## src/rtl/piso_tx_pkg.sv

```systemverilog
// rtl/piso_tx_pkg.sv - state encoding shared by the piso_tx transmitter
package piso_tx_pkg;

  typedef enum logic [1:0] {
    IDLE   = 2'd0,
    SHIFT  = 2'd1,
    PARITY = 2'd2
  } state_t;

  localparam state_t STATE_RESET = IDLE;

endpackage

```

## src/rtl/piso_shift_reg.sv

```systemverilog
// rtl/piso_shift_reg.sv - N-bit load/shift register feeding the serial output
module piso_shift_reg #(
  parameter int N         = 5,
  parameter bit LSB_FIRST = 1'b1
) (
  input  logic         clk,
  input  logic         rst_n,
  input  logic         load,
  input  logic         shift,
  input  logic [N-1:0] din,
  output logic         bit_out
);

  logic [N-1:0] q;

  always_ff @(posedge clk or negedge rst_n) begin
    if (!rst_n) begin
      q <= '0;
    end else if (load) begin
      q <= din;
    end else if (shift) begin
      q <= LSB_FIRST ? (q >> 1) : (q << 1);
    end
  end

  // The bit on offer always sits at the end the register shifts towards.
  assign bit_out = LSB_FIRST ? q[0] : q[N-1];

endmodule

```

## src/rtl/piso_tx.sv

```systemverilog
// rtl/piso_tx.sv - parallel-in serial-out transmitter with valid/ready on both sides
// Optional even-parity bit after the data bits when PISO_TX_PARITY_EN is defined.
module piso_tx
  import piso_tx_pkg::*;
#(
  parameter int   N         = 5,
  parameter logic IDLE_VAL  = 1'b1,
  parameter bit   LSB_FIRST = 1'b1
) (
  input  logic         clk_i,
  input  logic         rst_i,
  input  logic [N-1:0] data_i,
  input  logic         valid_i,
  output logic         ready_o,
  output logic         sdata_o,
  output logic         svalid_o,
  input  logic         sready_i,
  output logic         busy_o,
  output logic         done_o
);

  localparam int            CW   = $clog2(N + 1);
  localparam logic [CW-1:0] LAST = CW'(N - 1);

  state_t        state, state_next;
  logic [CW-1:0] cnt, cnt_next;
  logic          done, done_next;
  logic          load, shift, bit_out;

  piso_shift_reg #(
    .N         (N),
    .LSB_FIRST (LSB_FIRST)
  ) u_shift_reg (
    .clk     (clk_i),
    .rst_n   (rst_i),
    .load    (load),
    .shift   (shift),
    .din     (data_i),
    .bit_out (bit_out)
  );

  always_ff @(posedge clk_i or negedge rst_i) begin
    if (!rst_i) begin
      state <= STATE_RESET;
      cnt   <= '0;
      done  <= 1'b0;
    end else begin
      state <= state_next;
      cnt   <= cnt_next;
      done  <= done_next;
    end
  end

`ifdef PISO_TX_PARITY_EN
  logic par;

  always_ff @(posedge clk_i or negedge rst_i) begin
    if (!rst_i) begin
      par <= 1'b0;
    end else if (load) begin
      par <= ^data_i;
    end
  end
`endif

  always_comb begin
    state_next = state;
    cnt_next   = cnt;
    done_next  = 1'b0;
    load       = 1'b0;
    shift      = 1'b0;
    sdata_o    = IDLE_VAL;
    case (state)
      IDLE: begin
        if (valid_i) begin
          load       = 1'b1;
          cnt_next   = '0;
          state_next = SHIFT;
        end
      end
      SHIFT: begin
        sdata_o = bit_out;
        if (sready_i) begin
          shift    = 1'b1;
          cnt_next = cnt + CW'(1);
          if (cnt == LAST) begin
            cnt_next = '0;
`ifdef PISO_TX_PARITY_EN
            state_next = PARITY;
`else
            state_next = IDLE;
            done_next  = 1'b1;
`endif
          end
        end
      end
`ifdef PISO_TX_PARITY_EN
      PARITY: begin
        sdata_o = par;
        if (sready_i) begin
          state_next = IDLE;
          done_next  = 1'b1;
        end
      end
`endif
      default: state_next = IDLE;
    endcase
  end

  assign ready_o  = (state == IDLE);
  assign busy_o   = !ready_o;
  assign svalid_o = (state != IDLE);
  assign done_o   = done;

endmodule

```

## config.mk

```make
export PLATFORM = sky130hd
export DESIGN_NAME = piso_tx
export DESIGN_NICKNAME = d
export VERILOG_FILES = /design/src/rtl/piso_tx_pkg.sv /design/src/rtl/piso_shift_reg.sv /design/src/rtl/piso_tx.sv
export SDC_FILE = /design/constraint.sdc
export NUM_CORES = 1
export LEC_CHECK = 0
export CORE_AREA = 2 2 39 41
export CTS_CLUSTER_DIAMETER = 120
export DETAILED_ROUTE_END_ITERATION = 7
export DIE_AREA = 0 0 41 43
export GPL_TIMING_DRIVEN = 0
export PLACE_DENSITY_LB_ADDON = 0.3
export SLEW_MARGIN = 20
export SYNTH_ARGS = -nofsm -noshare
export SYNTH_HDL_FRONTEND = slang
export SYNTH_SLANG_ARGS = --single-unit
```

## constraint.sdc

```tcl
create_clock -name clk_i -period 3.1 [get_ports clk_i]
set_clock_uncertainty 0.05 [all_clocks]
set_input_delay 0.93 -clock clk_i [delete_from_list [all_inputs] [get_ports clk_i]]
set_output_delay 0.93 -clock clk_i [all_outputs]
set_load 0.02 [all_outputs]
```

==> flow_summary_export.csv, run 1 <==
group,metric,value,unit
placed_design,io_buffers,11,
clock_network,clockBufferDepth,2,
clock_network,cts_max_level,1,
worst_setup_path,worst_setup_path_end_kind,"primary output",
worst_setup_path,reg2reg_from,"state[0]$_DFFE_PN0P_",
sta,setup_viol_count_final,0,
worst_setup_path,worst_r2r_path_depth,3,
die,start_util,0.399,
hold_path,hold_depth,2,
global_routing,gr-total-overflow,0,
die,coreArea,1380,µm²
synth,syn_avg_cell_area,11.5,µm²
sta,slew_viol_final,0,
die,die-area,1760,µm²
cells_and_area,final_util,0.509,
sta,rsz0062_at_grt,"false",
global_routing,grt_pass1_vias,390,
power_and_ir_drop,ir_worst_vdd,451,µV
global_routing,gr-usage-all-layers,0.150,
sta,slew-limit-headroom,0.691,
hold_path,hold_path.class,"flop to flop",
routing,ant_nets,0,
clock_network,insertion_delay,270,ps
cells_and_area,drive_above_1_share,0.145,
sta,period_needed,2630,ps
cells_and_area,design_area,704,µm²
synth,syn_area,552,µm²
synth,yosys_warnings,0,
placed_design,dp_hpwl,748,µm
clock_network,cts_resized,0,
routing,drc,0,
die,die_w,41,µm
sta,finalHoldViolations,0,
power_and_ir_drop,powerDensity,768,nW/µm²
synth,ys_types,25,
synth,synthesis.nets,59,
clock_network,numCtsBuffers,3,
sta,whs,493,ps
worst_setup_path,r2r_setup_slack,1850,ps
routing,first_pass_iters,2,
hold_path,hp-start,"u_shift_reg.q[4]$_DFFE_PN0P_",
cells_and_area,n_fill_cell,136,
worst_setup_path,worstReg2RegEnd,"u_shift_reg.q[3]$_DFFE_PN0P_",
die,die_height,43,µm
run,max-cap-violations,0,
die,rows,14,
placed_design,placedCellCount,75,
clock_network,postCtsSetupBuffers,0,
worst_setup_path,start_kind,"flop",
clock_network,cts_sinks,10,
worst_setup_path,worstPathArrival,1650,ps
sta,worst_pin_slew,461,ps
synth,ys_seq_area_frac,0.454,
worst_setup_path,worstSetupPathType,"flop to primary output",
routing,post_drt_wl_per_cell,13.1,µm
placed_design,place_ws,748,ps
cells_and_area,syn_to_final_growth,27.7,%
global_routing,antenna_found_initial,0,
sta,fin_crit_sh,0.847,
cells_and_area,nets,75,
routing,viasPerCell,5.32,
global_routing,grt_start_max_net_pins,11,
sta,fin_ws,474,ps
clock_network,cts-root-buf,"clkbuf_4",
worst_setup_path,worstPathMaxFanout,10,
power_and_ir_drop,total_power,0.541,mW
synth,ys_seq_elements,10,
placed_design,place_area,682,µm²
routing,via_count,415,
routing,drt_iter0_markers,8,
run_status,status,"completed",
synth,syn_inst,48,
cells_and_area,fin_cells,78,
clock_network,path_clk_slew,60,ps
sta,setup_tns,0,ps
clock_network,tritoncts,"yes",
cells_and_area,diodes,0,
routing,routed_wl,1030,µm
power_and_ir_drop,power_leakage,0.352,nW
sta,fmax,381,MHz
worst_setup_path,cp_data_required_time,2120,ps
hold_path,min_to,"u_shift_reg.q[4]$_DFFE_PN0P_",
clock_network,ctsHoldBuffers,0,
global_routing,grt_first_pass_wirelength,1730,µm
die,io_pins,14,
placed_design,place.gp.congestion,0.708,
-- cell usage in the layout, fill, tap and decap left out --
cell type / synthesis / layout
nand2b_1: 1 / 1
nor2_1: 1 / 1
mux2i_1: 5 / 5
nand2_1: 2 / 2
mux2_4: 1 / 1
clkbuf_2: 1 / 1
buf_4: 2 / 2
ha_1: 2 / 2
a221o_1: 1 / 1
o221a_1: 2 / 2
clkdlybuf4s50_1: 0 / 11
and3b_1: 1 / 1
o22a_1: 1 / 1
clkbuf_4: 0 / 3
o31ai_1: 1 / 1
buf_6: 1 / 1
and3_1: 2 / 2
a22o_1: 2 / 2
o211a_1: 1 / 1
nand4b_1: 1 / 1
buf_2: 1 / 1
or3b_1: 2 / 2
inv_1: 4 / 4
nand3b_1: 1 / 1
nor2b_1: 1 / 1
dfrtp_1: 10 / 10
o21ai_0: 1 / 1
-- worst max-delay path: stages, from the launching register on --
cell and delay (ps):
dfrtp_1 400, buf_6 150, buf_4 170, nand2b_1 70, clkdlybuf4s50_1 600
-- registers in the layout, summed over array words and instances (netlist names) --
| name | flops |
|---|---|
| cnt | 3 |
| u_shift_reg.q | 5 |
| done_o | 1 |
| state | 1 |
-- cell families (layout without fill, tap and decap cells) --
group,count (synthesis),after routing,synth area share
AOI/OAI and AO/OA,9,9,0.147
DFF,10,10,0.454
muxes,6,6,0.118
adders and majority gates,2,2,0.0453
and+or+nand+nor,12,12,0.143
buffers and inverters,9,23,0.0929
-- power breakdown --
part	switching, mW	total, mW	internal, mW
Clock	0.0453	0.0902	0.0449
Combinational	0.105	0.235	0.131
Sequential	0.0363	0.216	0.179
-- layer usage --
metal	track usage	wire [µm]
met5	0	0
met4	0.0200	0
met3	0.0942	71
met2	0.209	486
met1	0.201	467
-- cell type report --
type,count,area (µm²),area share
Timing Repair Buffer,11,110,0.156
Buffer,5,36.3,0.0515
Inverter,4,15.0,0.0213
Multi-Input combinational cell,29,250,0.355
Sequential cell,10,250,0.355
Tap cell,16,20.0,0.0284
Clock buffer,3,22.5,0.0320
-- worst max path at each step --
stage / from / to / slack, ps / cells after the start
finish: state[0]$_DFFE_PN0P_ / sdata_o / 470 / 4
global route: state[0]$_DFFE_PN0P_ / sdata_o / 380 / 4
CTS: state[0]$_DFFE_PN0P_ / sdata_o / 450 / 4
detailed placement: state[0]$_DFFE_PN0P_ / sdata_o / 750 / 4
global placement: state[0]$_DFFE_PN0P_ / sdata_o / 770 / 4
floorplan: state[0]$_DFFE_PN0P_ / sdata_o / 1170 / 3
-- cells in the mapped netlist --
cell type	instances	area, µm²
buf_4	2	15.0
nor2_1	1	3.75
mux2i_1	5	50.1
nand4b_1	1	8.76
o31ai_1	1	7.51
nand2_1	2	7.51
buf_2	1	5.00
o21ai_0	1	5.00
o221a_1	2	22.5
nor2b_1	1	6.26
clkbuf_2	1	5.00
and3b_1	1	8.76
ha_1	2	25.0
a22o_1	2	17.5
and3_1	2	12.5
buf_6	1	11.3
or3b_1	2	17.5
dfrtp_1	10	250
o22a_1	1	8.76
a221o_1	1	10.0
mux2_4	1	15.0
inv_1	4	15.0
o211a_1	1	10.0
nand2b_1	1	6.26
nand3b_1	1	7.51
(Power assumes the default switching activity.)
==> run 2, diff against run 1 <==
--- a/config.mk
+++ b/config.mk
@@ -5,10 +5,10 @@
 export SDC_FILE = /design/constraint.sdc
 export NUM_CORES = 1
 export LEC_CHECK = 0
-export CORE_AREA = 2 2 39 41
+export CORE_AREA = 2 2 40 42
 export CTS_CLUSTER_DIAMETER = 120
 export DETAILED_ROUTE_END_ITERATION = 7
-export DIE_AREA = 0 0 41 43
+export DIE_AREA = 0 0 42 44
 export GPL_TIMING_DRIVEN = 0
 export PLACE_DENSITY_LB_ADDON = 0.3
 export SLEW_MARGIN = 20
==> constraint.sdc (replaced) <==
create_clock -name clk_i -period 2.2 [get_ports clk_i]
set_clock_uncertainty 0.05 [all_clocks]
set_input_delay 0.66 -clock clk_i [delete_from_list [all_inputs] [get_ports clk_i]]
set_output_delay 0.66 -clock clk_i [all_outputs]
set_load 0.02 [all_outputs]
==> flow_summary_export.csv, run 2 (synthesis results as in run 1) <==
group,metric,value,unit
run_status,status,"completed",
clock_network,cts-root-buf,"clkbuf_4",
routing,routed_wl,989,µm
power_and_ir_drop,power_leakage,0.357,nW
cells_and_area,syn_to_final_growth,27.2,%
power_and_ir_drop,p_comb_frac,0.431,
sta,period_needed,2060,ps
clock_network,postCtsSetupBuffers,0,
power_and_ir_drop,clkPwrFrac,0.162,
clock_network,cts_sinks,10,
clock_network,numCtsBuffers,3,
routing,via_count,419,
global_routing,grt_pass1_vias,381,
die,die_height,44,µm
worst_setup_path,r2r_setup_slack,980,ps
global_routing,grt_first_pass_wirelength,1670,µm
cells_and_area,fin_cells,78,
sta,setup_viol_count_final,0,
clock_network,path_clk_slew,60,ps
cells_and_area,nets,75,
placed_design,placedCellCount,75,
worst_setup_path,start_kind,"flop",
cells_and_area,largest_reg_flops,5,
routing,ant_nets,0,
cells_and_area,drive_above_1_share,0.145,
power_and_ir_drop,power_frac_seq,0.407,
sta,worst_pin_slew,471,ps
worst_setup_path,worst_setup_path_end_kind,"primary output",
worst_setup_path,critical_path.startpoint,"state[0]$_DFFE_PN0P_",
placed_design,place_area,682,µm²
cells_and_area,largest-register,"u_shift_reg.q",
sta,setup_tns,0,ps
sta,slew_viol_final,0,
power_and_ir_drop,powerDensity,1050,nW/µm²
die,die_w,42,µm
cells_and_area,final_cell_mix,"10 x dfrtp_1, 9 x clkdlybuf4s50_1, 5 x mux2i_1",
power_and_ir_drop,total_power,0.740,mW
clock_network,cts_resized,2,
die,coreArea,1420,µm²
sta,fin_crit_sh,0.937,
power_and_ir_drop,p_sw_frac,0.340,
global_routing,gr-usage-all-layers,0.128,
routing,post_drt_wl_per_cell,12.7,µm
cells_and_area,diodes,0,
cells_and_area,design_area,702,µm²
worst_setup_path,worstSetupPathType,"flop to primary output",
clock_network,tritoncts,"yes",
global_routing,grt_start_max_net_pins,11,
clock_network,cts_max_level,1,
power_and_ir_drop,p_int,0.488,mW
placed_design,place.gp.congestion,0.697,
placed_design,dp_hpwl,719,µm
sta,fmax,485,MHz
worst_setup_path,worstReg2RegEnd,"u_shift_reg.q[2]$_DFFE_PN0P_",
clock_network,clockBufferDepth,2,
cells_and_area,top_regs,"u_shift_reg.q: 5 flops, cnt: 3 flops",
global_routing,antenna_found_initial,0,
hold_path,hold_depth,1,
die,die-area,1850,µm²
cells_and_area,final_common_cell,"dfrtp_1",
worst_setup_path,worstPathMaxFanout,10,
sta,slew-limit-headroom,0.685,
worst_setup_path,cp_data_required_time,1490,ps
routing,first_pass_iters,4,
global_routing,gr-total-overflow,0,
sta,rsz0062_at_grt,"false",
worst_setup_path,worst_r2r_path_depth,3,
sta,finalHoldViolations,0,
sta,whs,482,ps
die,start_util,0.389,
routing,drc,0,
worst_setup_path,reg2reg_from,"state[0]$_DFFE_PN0P_",
hold_path,hp-start,"u_shift_reg.q[3]$_DFFE_PN0P_",
power_and_ir_drop,p_switching,0.252,mW
die,io_pins,14,
die,rows,14,
worst_setup_path,worstPathArrival,1350,ps
routing,drt_iter0_markers,5,
hold_path,min_to,"u_shift_reg.q[3]$_DFFE_PN0P_",
clock_network,insertion_delay,260,ps
clock_network,ctsHoldBuffers,0,
routing,viasPerCell,5.37,
hold_path,hold_path.class,"flop to flop",
power_and_ir_drop,ir_worst_vdd,479,µV
placed_design,io_buffers,11,
run,max-cap-violations,0,
==> run 2: power groups by stage <==
stage / logic [mW] / registers [mW] / clock network [mW]
floorplan: 0.226 / 0.300 / 0
global placement: 0.328 / 0.302 / 0
detailed placement: 0.333 / 0.303 / 0
CTS: 0.324 / 0.301 / 0.128
global route: 0.352 / 0.311 / 0.132
finish: 0.319 / 0.301 / 0.120
==> run 2: how the worst max path moves through the flow <==
stage               slack [ps]  cells after the start      end
CTS                        110                      4  sdata_o
finish                     140                      4  sdata_o
detailed placement         140                      4  sdata_o
global placement           140                      4  sdata_o
floorplan                  540                      3  sdata_o
global route                80                      4  sdata_o
==> run 2: routing by layer <==
metal | up-vias | wire, µm | track usage
met3 | 2 | 74 | 0.0625
met2 | 17 | 453 | 0.206
met5 | - | 0 | 0
met1 | 197 | 450 | 0.143
li1 | 203 | - | -
met4 | 0 | 10 | 0.0581
==> run 2: final cells by class <==
class / count / area [µm²]
inverters: 4 / 15.0
fillers: 128 / 717
repair buffers: 11 / 108
flip-flops and latches: 10 / 250
multi-input cells: 29 / 250
clock buffers: 3 / 22.5
plain buffers: 5 / 36.3
well taps: 16 / 20.0
==> run 2: through the flow <==
stage                      util  setup WS, ps
after floorplan               -           545
after global placement    0.481           139
after detailed placement  0.481           135
after CTS                 0.495           115
after global routing      0.495          76.8
final                     0.495           139
==> run 2: worst max-delay path, stage by stage, from the launching register on <==
cell           delay [ps]
dfrtp_1               400
buf_6                 140
buf_4                 160
nand2b_1               70
dlygate4sd2_1         320
==> run 3, diff against run 2 <==
--- a/config.mk
+++ b/config.mk
@@ -5,10 +5,11 @@
 export SDC_FILE = /design/constraint.sdc
 export NUM_CORES = 1
 export LEC_CHECK = 0
-export CORE_AREA = 2 2 40 42
+export ABC_AREA = 1
+export CORE_AREA = 2 2 39 41
 export CTS_CLUSTER_DIAMETER = 120
 export DETAILED_ROUTE_END_ITERATION = 7
-export DIE_AREA = 0 0 42 44
+export DIE_AREA = 0 0 41 43
 export GPL_TIMING_DRIVEN = 0
 export PLACE_DENSITY_LB_ADDON = 0.3
 export SLEW_MARGIN = 20
==> flow_summary_export.csv, run 3 <==
group,metric,value,unit
run_status,status,"completed",
power_and_ir_drop,p_sw_frac,0.383,
worst_setup_path,cp_data_required_time,1490,ps
routing,ant_nets,0,
cells_and_area,n_fill_cell,134,
power_and_ir_drop,total_power,0.751,mW
placed_design,place.gp.congestion,0.686,
synth,synthesis.nets,68,
synth,synthMuxAreaShare,0,
global_routing,gr-usage-all-layers,0.125,
clock_network,clockBufferDepth,2,
placed_design,placedCellCount,86,
routing,post_drt_wl_per_cell,10.4,µm
routing,routed_wl,924,µm
synth,synth-main-ff-cell,"dfrtp_1",
synth,synthArstFlopShare,1.00,
routing,viasPerCell,4.51,
worst_setup_path,crit_path_end,"ready_o",
power_and_ir_drop,clkPwrFrac,0.164,
cells_and_area,diodes,0,
sta,worst_pin_slew,476,ps
global_routing,antenna_found_initial,0,
synth,yosys-top-cells-area,"dfrtp_1 51%, o21ai_0 9.3%, nand2_1 9.3%",
hold_path,hold_path.class,"flop to flop",
sta,setup_viol_count_final,0,
cells_and_area,regArea,250,µm²
sta,slew_viol_final,0,
die,coreArea,1380,µm²
global_routing,grt_start_max_net_pins,11,
clock_network,postCtsSetupBuffers,0,
synth,ys_seq_elements,10,
worst_setup_path,worst_setup_path_end_kind,"primary output",
worst_setup_path,worst_r2r_path_depth,6,
worst_setup_path,worstPathArrival,1450,ps
global_routing,gr-total-overflow,0,
synth,synth-edff-count,0,
routing,via_count,401,
placed_design,io_buffers,13,
sta,whs,434,ps
power_and_ir_drop,p_comb_frac,0.436,
die,die_height,43,µm
clock_network,insertion_delay,260,ps
worst_setup_path,worstReg2RegEnd,"u_shift_reg.q[3]$_DFFE_PN0P_",
cells_and_area,final_util,0.476,
routing,drt_iter0_markers,3,
sta,setup_tns,0,ps
worst_setup_path,start_kind,"flop",
cells_and_area,largest-register,"u_shift_reg.q",
cells_and_area,multi_input_area,199,µm²
synth,syn_area,487,µm²
worst_setup_path,worstSetupPathType,"flop to primary output",
synth,synthSimpleGateAreaFrac,0.244,
clock_network,cts_sinks,10,
synth,synth_compound_area_frac,0.113,
global_routing,grt_pass1_vias,371,
sta,slew-limit-headroom,0.682,
global_routing,grt_first_pass_wirelength,1510,µm
sta,fin_crit_sh,0.982,
routing,drc,0,
die,die_w,41,µm
clock_network,cts-root-buf,"clkbuf_4",
die,start_util,0.352,
power_and_ir_drop,p_switching,0.288,mW
power_and_ir_drop,ir_worst_vdd,549,µV
cells_and_area,top_regs,"u_shift_reg.q: 5 flops, cnt: 3 flops",
sta,period_needed,2160,ps
die,rows,14,
sta,rsz0062_at_grt,"false",
synth,ys_top_cells_by_count,"12 x nand2_1, 10 x dfrtp_1, 9 x o21ai_0, 6 x inv_1, 6 x nor2_1",
clock_network,ctsHoldBuffers,0,
cells_and_area,nets,86,
clock_network,tritoncts,"yes",
clock_network,path_clk_slew,60,ps
synth,yosys_warnings,0,
power_and_ir_drop,powerDensity,1140,nW/µm²
power_and_ir_drop,power_leakage,0.328,nW
run,max-cap-violations,0,
placed_design,dp_hpwl,678,µm
synth,yosys.area_share.xor_xnor,0,
worst_setup_path,worstPathMaxFanout,5,
clock_network,cts_resized,1,
synth,synth_largest_area_cell,"dfrtp_1",
power_and_ir_drop,p_int,0.463,mW
worst_setup_path,critical_path.startpoint,"state[0]$_DFFE_PN0P_",
synth,ys_seq_area_frac,0.514,
cells_and_area,fin_cells,89,
die,io_pins,14,
worst_setup_path,r2r_setup_slack,1100,ps
cells_and_area,largest_reg_flops,5,
synth,synth_top_family_by_area,"simple AND/OR/NAND/NOR gates",
synth,syn_avg_cell_area,8.54,µm²
cells_and_area,syn_to_final_growth,35.2,%
cells_and_area,final_cell_mix,"12 x nand2_1, 12 x clkdlybuf4s50_1, 10 x dfrtp_1",
clock_network,cts_max_level,1,
synth,syn_inst,57,
power_and_ir_drop,power_frac_seq,0.400,
routing,first_pass_iters,2,
worst_setup_path,reg2reg_from,"state[0]$_DFFE_PN0P_",
sta,fmax,463,MHz
cells_and_area,drive_above_1_share,0.137,
clock_network,numCtsBuffers,3,
synth,synthAdderAreaFrac,0.0514,
synth,synth_top_area_share,0.514,
synth,synth_most_common_cell,"nand2_1",
sta,finalHoldViolations,0,
die,die-area,1760,µm²
synth,ys_types,15,
-- run 3: per-stage QoR --
stage | instance area, µm² | worst slack, ps
CTS | 658 | 36.3
global route | 658 | 3.80
finish | 658 | 39.9
global placement | 637 | 174
detailed placement | 637 | 161
floorplan | 487 | 477
-- run 3: metal layers --
layer	up-vias	part of all wire	global-route usage	wire length (µm)
li1	214	-	-	-
met1	178	0.51	0.170	475
met2	7	0.44	0.178	407
met3	2	0.032	0.0314	30
met4	0	0.011	0.0600	10
met5	-	0	0	0
-- run 3: power groups by stage --
stage	clock network (mW)	logic (mW)	registers (mW)
detailed placement	0	0.339	0.304
CTS	0.130	0.332	0.301
floorplan	0	0.213	0.306
global route	0.133	0.374	0.308
finish	0.123	0.327	0.300
global placement	0	0.335	0.301
-- run 3: final cells by class --
class | instances | area share
Sequential cell | 10 | 0.380
Inverter | 8 | 0.0456
Buffer | 1 | 0.0114
Multi-Input combinational cell | 38 | 0.302
Clock buffer | 3 | 0.0342
Timing Repair Buffer | 13 | 0.196
Tap cell | 16 | 0.0304
-- run 3: logic make-up after synthesis --
kind of cell / after synthesis
flip-flops: 10
buffers and inverters: 9
AO/OA/AOI/OAI: 11
AND/OR/NAND/NOR: 25
adder cells (fa/ha/maj): 2
-- run 3: worst min-delay path by stage --
stage | start | endpoint | slack [ps] | cells after the start
final | u_shift_reg.q[1]$_DFFE_PN0P_ | u_shift_reg.q[1]$_DFFE_PN0P_ | 430 | 2
after global routing | u_shift_reg.q[3]$_DFFE_PN0P_ | u_shift_reg.q[3]$_DFFE_PN0P_ | 450 | 2
after CTS | u_shift_reg.q[3]$_DFFE_PN0P_ | u_shift_reg.q[3]$_DFFE_PN0P_ | 430 | 2
after detailed placement | u_shift_reg.q[3]$_DFFE_PN0P_ | u_shift_reg.q[3]$_DFFE_PN0P_ | 410 | 2
after global placement | u_shift_reg.q[3]$_DFFE_PN0P_ | u_shift_reg.q[3]$_DFFE_PN0P_ | 420 | 2
after floorplan | rst_i | cnt[0]$_DFFE_PN0P_ | 310 | 0
-- run 3: critical path, cell delays in order, from the launching register on --
cell and delay (ps):
dfrtp_1 440, inv_2 130, clkdlybuf4s50_1 620
